$ cat src/rtl/data_mem_responder_pkg.sv
// Shared definitions for the load/save memory responder.
// The handshake state encoding matches the one used by the load/save handler FSMs.
package data_mem_responder_pkg;

  localparam int unsigned DEF_DATA_WIDTH  = 8;
  localparam int unsigned DEF_MEMORY_SIZE = 64;

  // 4-phase handshake states shared with the requester side
  typedef enum logic [1:0] {
    ST_IDLE = 2'd0,
    ST_BUSY = 2'd1,
    ST_ACK  = 2'd2
  } hs_state_e;

endpackage : data_mem_responder_pkg

$ cat src/rtl/data_mem_responder_port_fsm.sv
// mem_port_fsm: generic responder-side 4-phase req/ack FSM.
//   clk, rst   : clock, asynchronous active-high reset
//   req        : requester strobe, held until ack seen
//   done       : access completes on this edge (only meaningful in BUSY)
//   state      : registered handshake state
//   ack        : registered acknowledge, high while in ACK
//   capture_c  : combinational strobe, latch request payload on this edge
module mem_port_fsm
  import data_mem_responder_pkg::*;
(
  input  logic      clk,
  input  logic      rst,
  input  logic      req,
  input  logic      done,
  output hs_state_e state,
  output logic      ack,
  output logic      capture_c
);

  hs_state_e state_q, state_d;
  logic      ack_q, ack_d;

  // State register
  always_ff @(posedge clk or posedge rst) begin
    if (rst) begin
      state_q <= ST_IDLE;
      ack_q   <= 1'b0;
    end else begin
      state_q <= state_d;
      ack_q   <= ack_d;
    end
  end

  // Next state; a request held in ACK is not re-accepted until it falls
  always_comb begin
    state_d   = state_q;
    capture_c = 1'b0;
    case (state_q)
      ST_IDLE: begin
        if (req) begin
          state_d   = ST_BUSY;
          capture_c = 1'b1;
        end
      end
      ST_BUSY: if (done) state_d = ST_ACK;
      ST_ACK:  if (!req) state_d = ST_IDLE;
      default: state_d = ST_IDLE;
    endcase
    ack_d = (state_d == ST_ACK);
  end

  assign state = state_q;
  assign ack   = ack_q;

endmodule : mem_port_fsm

$ cat src/rtl/data_mem_responder.sv
// data_mem_responder: responder end of the load/save memory protocol.
// One read and one write channel, each a 4-phase req/ack handshake, over a
// DATA_WIDTH x MEMORY_SIZE array. Same-address collisions: the write wins.
// Build option: RD_BYPASS_EN -- a colliding read completes with the write and
// returns the new write data; otherwise it waits one cycle and reads the array.
// Ports:
//   clk, reset                  : clock, asynchronous active-high reset (clears array)
//   rd_req, rd_addr             : read request / address
//   rd_ack, rd_data             : read acknowledge / result (held until next read)
//   wr_req, wr_addr, wr_data    : write request / address / data
//   wr_ack                      : write committed
module data_mem_responder
  import data_mem_responder_pkg::*;
#(
  parameter int unsigned DATA_WIDTH  = DEF_DATA_WIDTH,
  parameter int unsigned MEMORY_SIZE = DEF_MEMORY_SIZE,
  localparam int unsigned ADDR_W     = $clog2(MEMORY_SIZE)
) (
  input  logic                  clk,
  input  logic                  reset,
  input  logic                  rd_req,
  input  logic [ADDR_W-1:0]     rd_addr,
  output logic                  rd_ack,
  output logic [DATA_WIDTH-1:0] rd_data,
  input  logic                  wr_req,
  input  logic [ADDR_W-1:0]     wr_addr,
  input  logic [DATA_WIDTH-1:0] wr_data,
  output logic                  wr_ack
);

  logic [DATA_WIDTH-1:0] mem_q [MEMORY_SIZE];
  logic [DATA_WIDTH-1:0] mem_d [MEMORY_SIZE];
  logic [ADDR_W-1:0]     rd_addr_q, rd_addr_d;
  logic [ADDR_W-1:0]     wr_addr_q, wr_addr_d;
  logic [DATA_WIDTH-1:0] wr_data_q, wr_data_d;
  logic [DATA_WIDTH-1:0] rd_data_q, rd_data_d;

  hs_state_e rd_state, wr_state;
  logic      rd_cap_c, wr_cap_c;
  logic      rd_done_c, wr_done_c;
  logic      collide_c, wr_commit_c;

  // Non-power-of-2 arrays leave a hole at the top of the address space
  function automatic logic addr_ok(input logic [ADDR_W-1:0] a);
    return (32'(a) < MEMORY_SIZE);
  endfunction

  mem_port_fsm u_rd_fsm (
    .clk       (clk),
    .rst       (reset),
    .req       (rd_req),
    .done      (rd_done_c),
    .state     (rd_state),
    .ack       (rd_ack),
    .capture_c (rd_cap_c)
  );

  mem_port_fsm u_wr_fsm (
    .clk       (clk),
    .rst       (reset),
    .req       (wr_req),
    .done      (wr_done_c),
    .state     (wr_state),
    .ack       (wr_ack),
    .capture_c (wr_cap_c)
  );

  // Collision detection and access completion
  always_comb begin
    collide_c   = (rd_state == ST_BUSY) && (wr_state == ST_BUSY) && (rd_addr_q == wr_addr_q);
    wr_done_c   = (wr_state == ST_BUSY);
    wr_commit_c = wr_done_c && addr_ok(wr_addr_q);
`ifdef RD_BYPASS_EN
    rd_done_c   = (rd_state == ST_BUSY);
`else
    // Colliding read stalls so it sees the committed write next cycle
    rd_done_c   = (rd_state == ST_BUSY) && !collide_c;
`endif
  end

  // Payload latches, array update and read result
  always_comb begin
    rd_addr_d = rd_cap_c ? rd_addr : rd_addr_q;
    wr_addr_d = wr_cap_c ? wr_addr : wr_addr_q;
    wr_data_d = wr_cap_c ? wr_data : wr_data_q;

    mem_d = mem_q;
    if (wr_commit_c) mem_d[wr_addr_q] = wr_data_q;

    rd_data_d = rd_data_q;
    if (rd_done_c) begin
      if (!addr_ok(rd_addr_q))  rd_data_d = '0;
      else if (collide_c)       rd_data_d = wr_data_q;
      else                      rd_data_d = mem_q[rd_addr_q];
    end
  end

  always_ff @(posedge clk or posedge reset) begin
    if (reset) begin
      rd_addr_q <= '0;
      wr_addr_q <= '0;
      wr_data_q <= '0;
      rd_data_q <= '0;
    end else begin
      rd_addr_q <= rd_addr_d;
      wr_addr_q <= wr_addr_d;
      wr_data_q <= wr_data_d;
      rd_data_q <= rd_data_d;
    end
  end

  always_ff @(posedge clk or posedge reset) begin
    if (reset) begin
      for (int i = 0; i < int'(MEMORY_SIZE); i++) mem_q[i] <= '0;
    end else begin
      mem_q <= mem_d;
    end
  end

  assign rd_data = rd_data_q;

endmodule : data_mem_responder

$ cat config.mk
export PLATFORM = sky130hd
export DESIGN_NAME = data_mem_responder
export DESIGN_NICKNAME = d
export VERILOG_FILES = /design/src/rtl/data_mem_responder_pkg.sv /design/src/rtl/data_mem_responder_port_fsm.sv /design/src/rtl/data_mem_responder.sv
export SDC_FILE = /design/constraint.sdc
export NUM_CORES = 1
export LEC_CHECK = 0
export CORE_ASPECT_RATIO = 0.9
export CORE_MARGIN = 4
export CORE_UTILIZATION = 34
export CTS_CLUSTER_SIZE = 28
export DETAILED_ROUTE_END_ITERATION = 12
export MAX_ROUTING_LAYER = met4
export SYNTH_ARGS = -nofsm -noshare
export SYNTH_HDL_FRONTEND = slang
export SYNTH_SLANG_ARGS = --single-unit
export TNS_END_PERCENT = 1
$ cat constraint.sdc
create_clock -name clk -period 23.6 [get_ports clk]
set_clock_uncertainty 0.05 [all_clocks]
set_input_delay 4.72 -clock clk [delete_from_list [all_inputs] [get_ports clk]]
set_output_delay 4.72 -clock clk [all_outputs]
set_load 0.01 [all_outputs]
==> results_dict.tcl, run 1 <==
set metrics [dict create \
    die_width_um 294 \
    worst_pin_slew_ns 1.09 \
    maxCapViolations 0 \
    synth_cells 1645 \
    r2r_cells 7 \
    clock_latency_ns 0.62 \
    core_region_area_sq_um 72900 \
    dp_hpwl_um 40300 \
    dp_slack_ns 15.11 \
    drc_errors 0 \
    clock_path_buffers 3 \
    synth_nets 1669 \
    yosysSeqAreaShare_pct 54.7 \
    yosysTopAreaCell "dfrtp_1" \
    ys_seq_elements 546 \
    tns_ns 0 \
    max_freq_mhz 130 \
    vias_per_cell 5.40 \
    grt_max_degree 152 \
    cts_hold_buf 0 \
    netlist.area_leader.share_pct 54.7 \
    rsz0062_at_grt "no" \
    synthToLayoutAreaGrowth_pct 12.5 \
    place_congestion 0.810 \
    internal_power_uw 2610 \
    drive_gt1_share_pct 47.7 \
    hold_class "register to register" \
    cts_root_buf "clkbuf_16" \
    grt_use_total_pct 16.9 \
    crit_path_end_kind "async pin" \
    synth_area_sq_um 25000 \
    vias 14300 \
    overflow 0 \
    synth-edff-count 0 \
    cts_tree "yes" \
    finalHoldViolCount 0 \
    cts_setup_buffers 0 \
    cts_made_buffers 56 \
    ir_drop_mv 0.0619 \
    swShare_pct 34.1 \
    grt_first_pass_wirelength_um 98100 \
    routed_wl_um 63700 \
    drt-initial-drc-count 941 \
    worst_setup_path_start_kind "input pin" \
    ff2ff_setup_slack_ns 19.15 \
    setup_ws_ns 15.88 \
    drv_slew 0 \
    cts_resized 0 \
    min_path_cells 1 \
    power_switching_uw 1350 \
    fin_nets 1665 \
    crit_type "input pin to async pin" \
    p_per_area_nw_per_um2 141 \
    min_from "mem_q[27]$_DFFE_PP0P_" \
    final_antenna_net_count 0 \
    ys.flop_type "dfrtp_1" \
    status "complete, no violations" \
    htree_levels 2 \
    rr_startpoint "rd_addr_q[0]$_DFFE_PP0P_" \
    fp-row-count 94 \
    num_antenna_cells 0 \
    crit_arrival_ns 8.29 \
    yosysWarnings 0 \
    worstPathRequired_ns 24.17 \
    die_y_um 265 \
    min_period_over_period_pct 32.7 \
    hold_path_end "mem_q[27]$_DFFE_PP0P_" \
    p_comb_share_pct 34.3 \
    first_pass_iters 5 \
    max-slew-margin-rel_pct 26.9 \
    synth_area_per_cell_sq_um 15.2 \
    antenna_found_initial 0 \
    grt_pass1_vias 15100 \
    finalCriticalPeriod_ns 7.72 \
    cp_max_fo 151 \
    start_util_pct 34.3 \
    synthTopCellsByArea "dfrtp_1, mux2_2, mux4_2" \
    p_clk_share_pct 23.3 \
    power.total_uw 3960 \
    synthArstFlopShare_pct 100 \
    rr_endpoint "rd_data[4]$_DFFE_PP0P_" \
    wire_per_inst_um 24.1 \
    setup_violations 0 \
    cts.sinks 546 \
    design.die.area_sq_um 77900 \
    synth.distinct_cells 48 \
    leakage_uw 0.0131 \
    p_seq_share_pct 42.5 \
    ioPinCount 34 \
    clk_pin_slew_ns 0.06 \
    port_buffers 33 \
]
how the worst max path moves through the flow:
stage | startpoint | slack [ns] | cells after the start | to
after floorplan | reset | 3.57 | 1 | mem_q[0]$_DFFE_PP0P_
final | reset | 15.88 | 5 | mem_q[328]$_DFFE_PP0P_
after global placement | reset | 15.24 | 5 | mem_q[338]$_DFFE_PP0P_
after detailed placement | reset | 15.11 | 5 | mem_q[346]$_DFFE_PP0P_
after CTS | reset | 15.78 | 5 | mem_q[313]$_DFFE_PP0P_
after global routing | reset | 15.30 | 5 | mem_q[297]$_DFFE_PP0P_
final cells by class:
| type | instances | area [sq um] |
|---|---|---|
| Clock buffer | 86 | 1690 |
| Clock inverter | 18 | 226 |
| Fill cell | 6796 | 44800 |
| Inverter | 3 | 18.8 |
| Multi-Input combinational cell | 969 | 10700 |
| Sequential cell | 546 | 13700 |
| Tap cell | 960 | 1200 |
| Timing Repair Buffer | 65 | 583 |
logic make-up after synthesis:
family,count (synthesis),share of synthesized area [%]
AOI/OAI and AO/OA,79,2.34
buffers and inverters,130,2.51
xor gates and xnor gates,6,0.210
DFF,546,54.7
and+or+nand+nor,167,3.71
muxes,717,36.6
state kept, by name, summed over array words and instances, names as in the netlist:
name / flops
mem_q: 512
rd_addr_q: 6
rd_data: 8
u_rd_fsm.ack: 1
u_rd_fsm.state: 2
u_wr_fsm.ack: 1
u_wr_fsm.state: 2
wr_addr_q: 6
wr_data_q: 8
cell usage in the layout, fill, tap and decap left out, types with 4 or more instances in the layout:
master	count
nand3_1	16
clkinv_2	12
mux4_2	96
o22ai_1	7
nor2b_1	8
clkdlybuf4s50_1	33
a22oi_1	42
a22o_1	4
dfrtp_1	534
nor4_1	7
nand2_1	42
nor3_1	4
nand3b_1	8
clkbuf_8	13
bufinv_16	5
clkbuf_16	58
nand4_1	7
dfrtp_2	10
nand2b_1	4
nor2_1	16
mux2i_1	75
nor3b_1	7
mux4_1	5
a221o_1	6
nor2_2	27
o21ai_0	8
buf_4	31
mux2_2	541
clkbuf_1	15
xor2_1	6
and2_1	4
power by group through the flow:
stage | sequential [uW] | combinational, uW | clock [uW]
global placement | 1670 | 1330 | 0
floorplan | 1530 | 1100 | 0
detailed placement | 1700 | 1360 | 0
finish | 1680 | 1360 | 921
global route | 1740 | 1450 | 982
CTS | 1680 | 1370 | 944
per-stage QoR:
| stage | util (%) | hold WS [ns] | cells | cell area (sq um) |
|---|---|---|---|---|
| 6_report | 38.5 | 0.449 | 2647 | 28100 |
| 5_1_grt | 38.5 | 0.455 | 2647 | 28100 |
| 4_1_cts | 38.5 | 0.452 | 2647 | 28100 |
| 3_5_place_dp | 35.9 | 0.438 | 2543 | 26200 |
| 3_3_place_gp | 35.9 | 0.431 | 2543 | 26200 |
| 2_1_floorplan | - | 0.420 | 1645 | 25000 |
critical path, cell delays in order:
cell and delay [ns]:
clkdlybuf4s50_1 0.49, inv_8 0.58, buf_4 0.81, buf_12 0.58
buf_4 0.81
per-layer routing:
metal	vias to the layer above	GRT usage (%)	part of all wire, %
li1	6109	-	-
met4	0	4.68	2.4
met3	98	2.61	4.4
met2	268	25.1	45
met1	7823	24.3	48
met5	-	-	0
cell usage after synthesis (all sizes together) (7+ instances only):
cell type,count
nor4,7
mux2i,75
mux2,541
nor3b,8
nor2,43
nor2b,8
clkbuf,80
nand3b,8
a22oi,42
nand4,7
dfrtp,546
mux4,101
o21ai,8
nand2,42
nand3,17
o22ai,7
buf,47
(Power assumes the default switching activity.)
==> run 2, diff against run 1 <==
- clock period: 23.6 -> 6.5 ns (I/O delays scaled with it)
==> results_dict.tcl, run 2 (synthesis results as in run 1) <==
set metrics [dict create \
    status "complete, no violations" \
    finalHoldViolCount 0 \
    fillers 6763 \
    maxCapViolations 0 \
    port_buffers 33 \
    finalCriticalPeriod_ns 3.55 \
    crit_type "register to register" \
    final_cell_mix "mux2_2, dfrtp_1, mux4_2, mux2i_1, clkbuf_16" \
    synthToLayoutAreaGrowth_pct 12.8 \
    grt_pass1_vias 15300 \
    tns_ns 0 \
    clock_path_buffers 3 \
    grt_first_pass_wirelength_um 99600 \
    routed_wl_um 64400 \
    cts_setup_buffers 0 \
    max_freq_mhz 282 \
    core_region_area_sq_um 72900 \
    area.sequential_sq_um 13700 \
    die_width_um 294 \
    final_antenna_net_count 0 \
    clk_pin_slew_ns 0.06 \
    grt_max_degree 141 \
    clock_latency_ns 0.62 \
    drt-initial-drc-count 1047 \
    p_comb_share_pct 33.0 \
    rr_endpoint "rd_data[4]$_DFFE_PP0P_" \
    first_pass_iters 5 \
    worst_setup_path_start_kind "register" \
    worstPathRequired_ns 6.95 \
    largest_reg_flops 512 \
    p_clk_share_pct 23.8 \
    start_util_pct 34.3 \
    setup_violations 0 \
    drive_gt1_share_pct 47.7 \
    placedCellCount 2540 \
    design.die.area_sq_um 77900 \
    cts.sinks 546 \
    vias_per_cell 5.45 \
    power_switching_uw 4880 \
    stdcell_count 2648 \
    htree_levels 2 \
    p_seq_share_pct 43.2 \
    min_period_over_period_pct 54.6 \
    p_per_area_nw_per_um2 512 \
    cts_tree "yes" \
    overflow 0 \
    max-slew-margin-rel_pct 18.2 \
    vias 14400 \
    place_congestion 0.834 \
    hold_class "register to register" \
    internal_power_uw 9540 \
    multi_input_area_sq_um 10700 \
    final_common_cell "mux2_2" \
    leakage_uw 0.0132 \
    fin_nets 1665 \
    worst_pin_slew_ns 1.23 \
    largest-register "mem_q" \
    crit_arrival_ns 4.01 \
    dp_hpwl_um 40200 \
    crit_path_end_kind "register" \
    drv_slew 0 \
    grt_use_total_pct 17.3 \
    drc_errors 0 \
    wire_per_inst_um 24.3 \
    power.total_uw 14400 \
    rsz0062_at_grt "no" \
    cp_max_fo 57 \
    place_area_sq_um 26200 \
    final_area_sq_um 28200 \
    cts_made_buffers 59 \
    antenna_found_initial 4 \
    min_path_cells 1 \
    cts_root_buf "clkbuf_16" \
    cts_resized 0 \
    fp-row-count 94 \
    swShare_pct 33.8 \
    cts_hold_buf 0 \
    ir_drop_mv 0.201 \
    die_y_um 265 \
    ff2ff_setup_slack_ns 2.95 \
    rr_startpoint "rd_addr_q[2]$_DFFE_PP0P_" \
    ioPinCount 34 \
    r2r_cells 5 \
    hold_path_end "mem_q[25]$_DFFE_PP0P_" \
    min_from "mem_q[25]$_DFFE_PP0P_" \
]
==> run 2: cell types whose count changed in the layout (fill, tap and decap cells not counted), moves of 2 or more <==
cell | before | now
buf_4 | 31 | 25
buf_12 | 1 | 4
clkbuf_16 | 58 | 61
clkinvlp_4 | 0 | 2
==> run 2: worst max-delay path by stage <==
stage	startpoint	to	slack, ns
after floorplan	reset	mem_q[0]$_DFFE_PP0P_	-2.28
after global placement	rd_addr_q[2]$_DFFE_PP0P_	rd_data[6]$_DFFE_PP0P_	2.98
after detailed placement	rd_addr_q[2]$_DFFE_PP0P_	rd_data[6]$_DFFE_PP0P_	2.97
after CTS	rd_addr_q[2]$_DFFE_PP0P_	rd_data[6]$_DFFE_PP0P_	2.96
after global routing	rd_addr_q[2]$_DFFE_PP0P_	rd_data[5]$_DFFE_PP0P_	2.79
final	rd_addr_q[2]$_DFFE_PP0P_	rd_data[4]$_DFFE_PP0P_	2.95
==> run 2: through the flow <==
step	worst slack (ns)	hold slack [ns]	util, %
6_report	2.95	0.448	38.7
2_1_floorplan	-2.28	0.420	-
3_5_place_dp	2.97	0.437	35.9
3_3_place_gp	2.98	0.429	35.9
4_1_cts	2.96	0.450	38.6
5_1_grt	2.79	0.460	38.7
==> run 2: worst max-delay path, stage by stage (launching register included) <==
cell     delay, ns
dfrtp_4       0.88
buf_4         0.88
mux4_2        0.42
a22oi_1       0.46
nand4_1       0.28
a221o_1       0.38
==> run 2: area by class of cell <==
type | count | share of cell area, %
Antenna cell | 1 | 0.00888
Clock buffer | 89 | 6.25
Clock inverter | 18 | 0.772
Inverter | 3 | 0.0533
Multi-Input combinational cell | 969 | 38.0
Sequential cell | 546 | 48.5
Tap cell | 960 | 4.26
Timing Repair Buffer | 62 | 2.12
==> run 2: per-layer routing <==
layer  track usage (%)  share of wire, %  vias up
met5                 -                 0        -
met2              25.8                46      355
met4              4.28               2.3        0
li1                  -                 -     6122
met3              3.40               5.8       91
met1              24.4                46     7855
==> run 2: power groups by stage <==
stage,clock (uW),sequential (uW),combinational (uW)
2_1_floorplan,0,5540,3980
3_3_place_gp,0,6190,4670
3_5_place_dp,0,6290,4780
4_1_cts,3510,6230,4790
5_1_grt,3650,6470,5110
6_report,3440,6230,4760
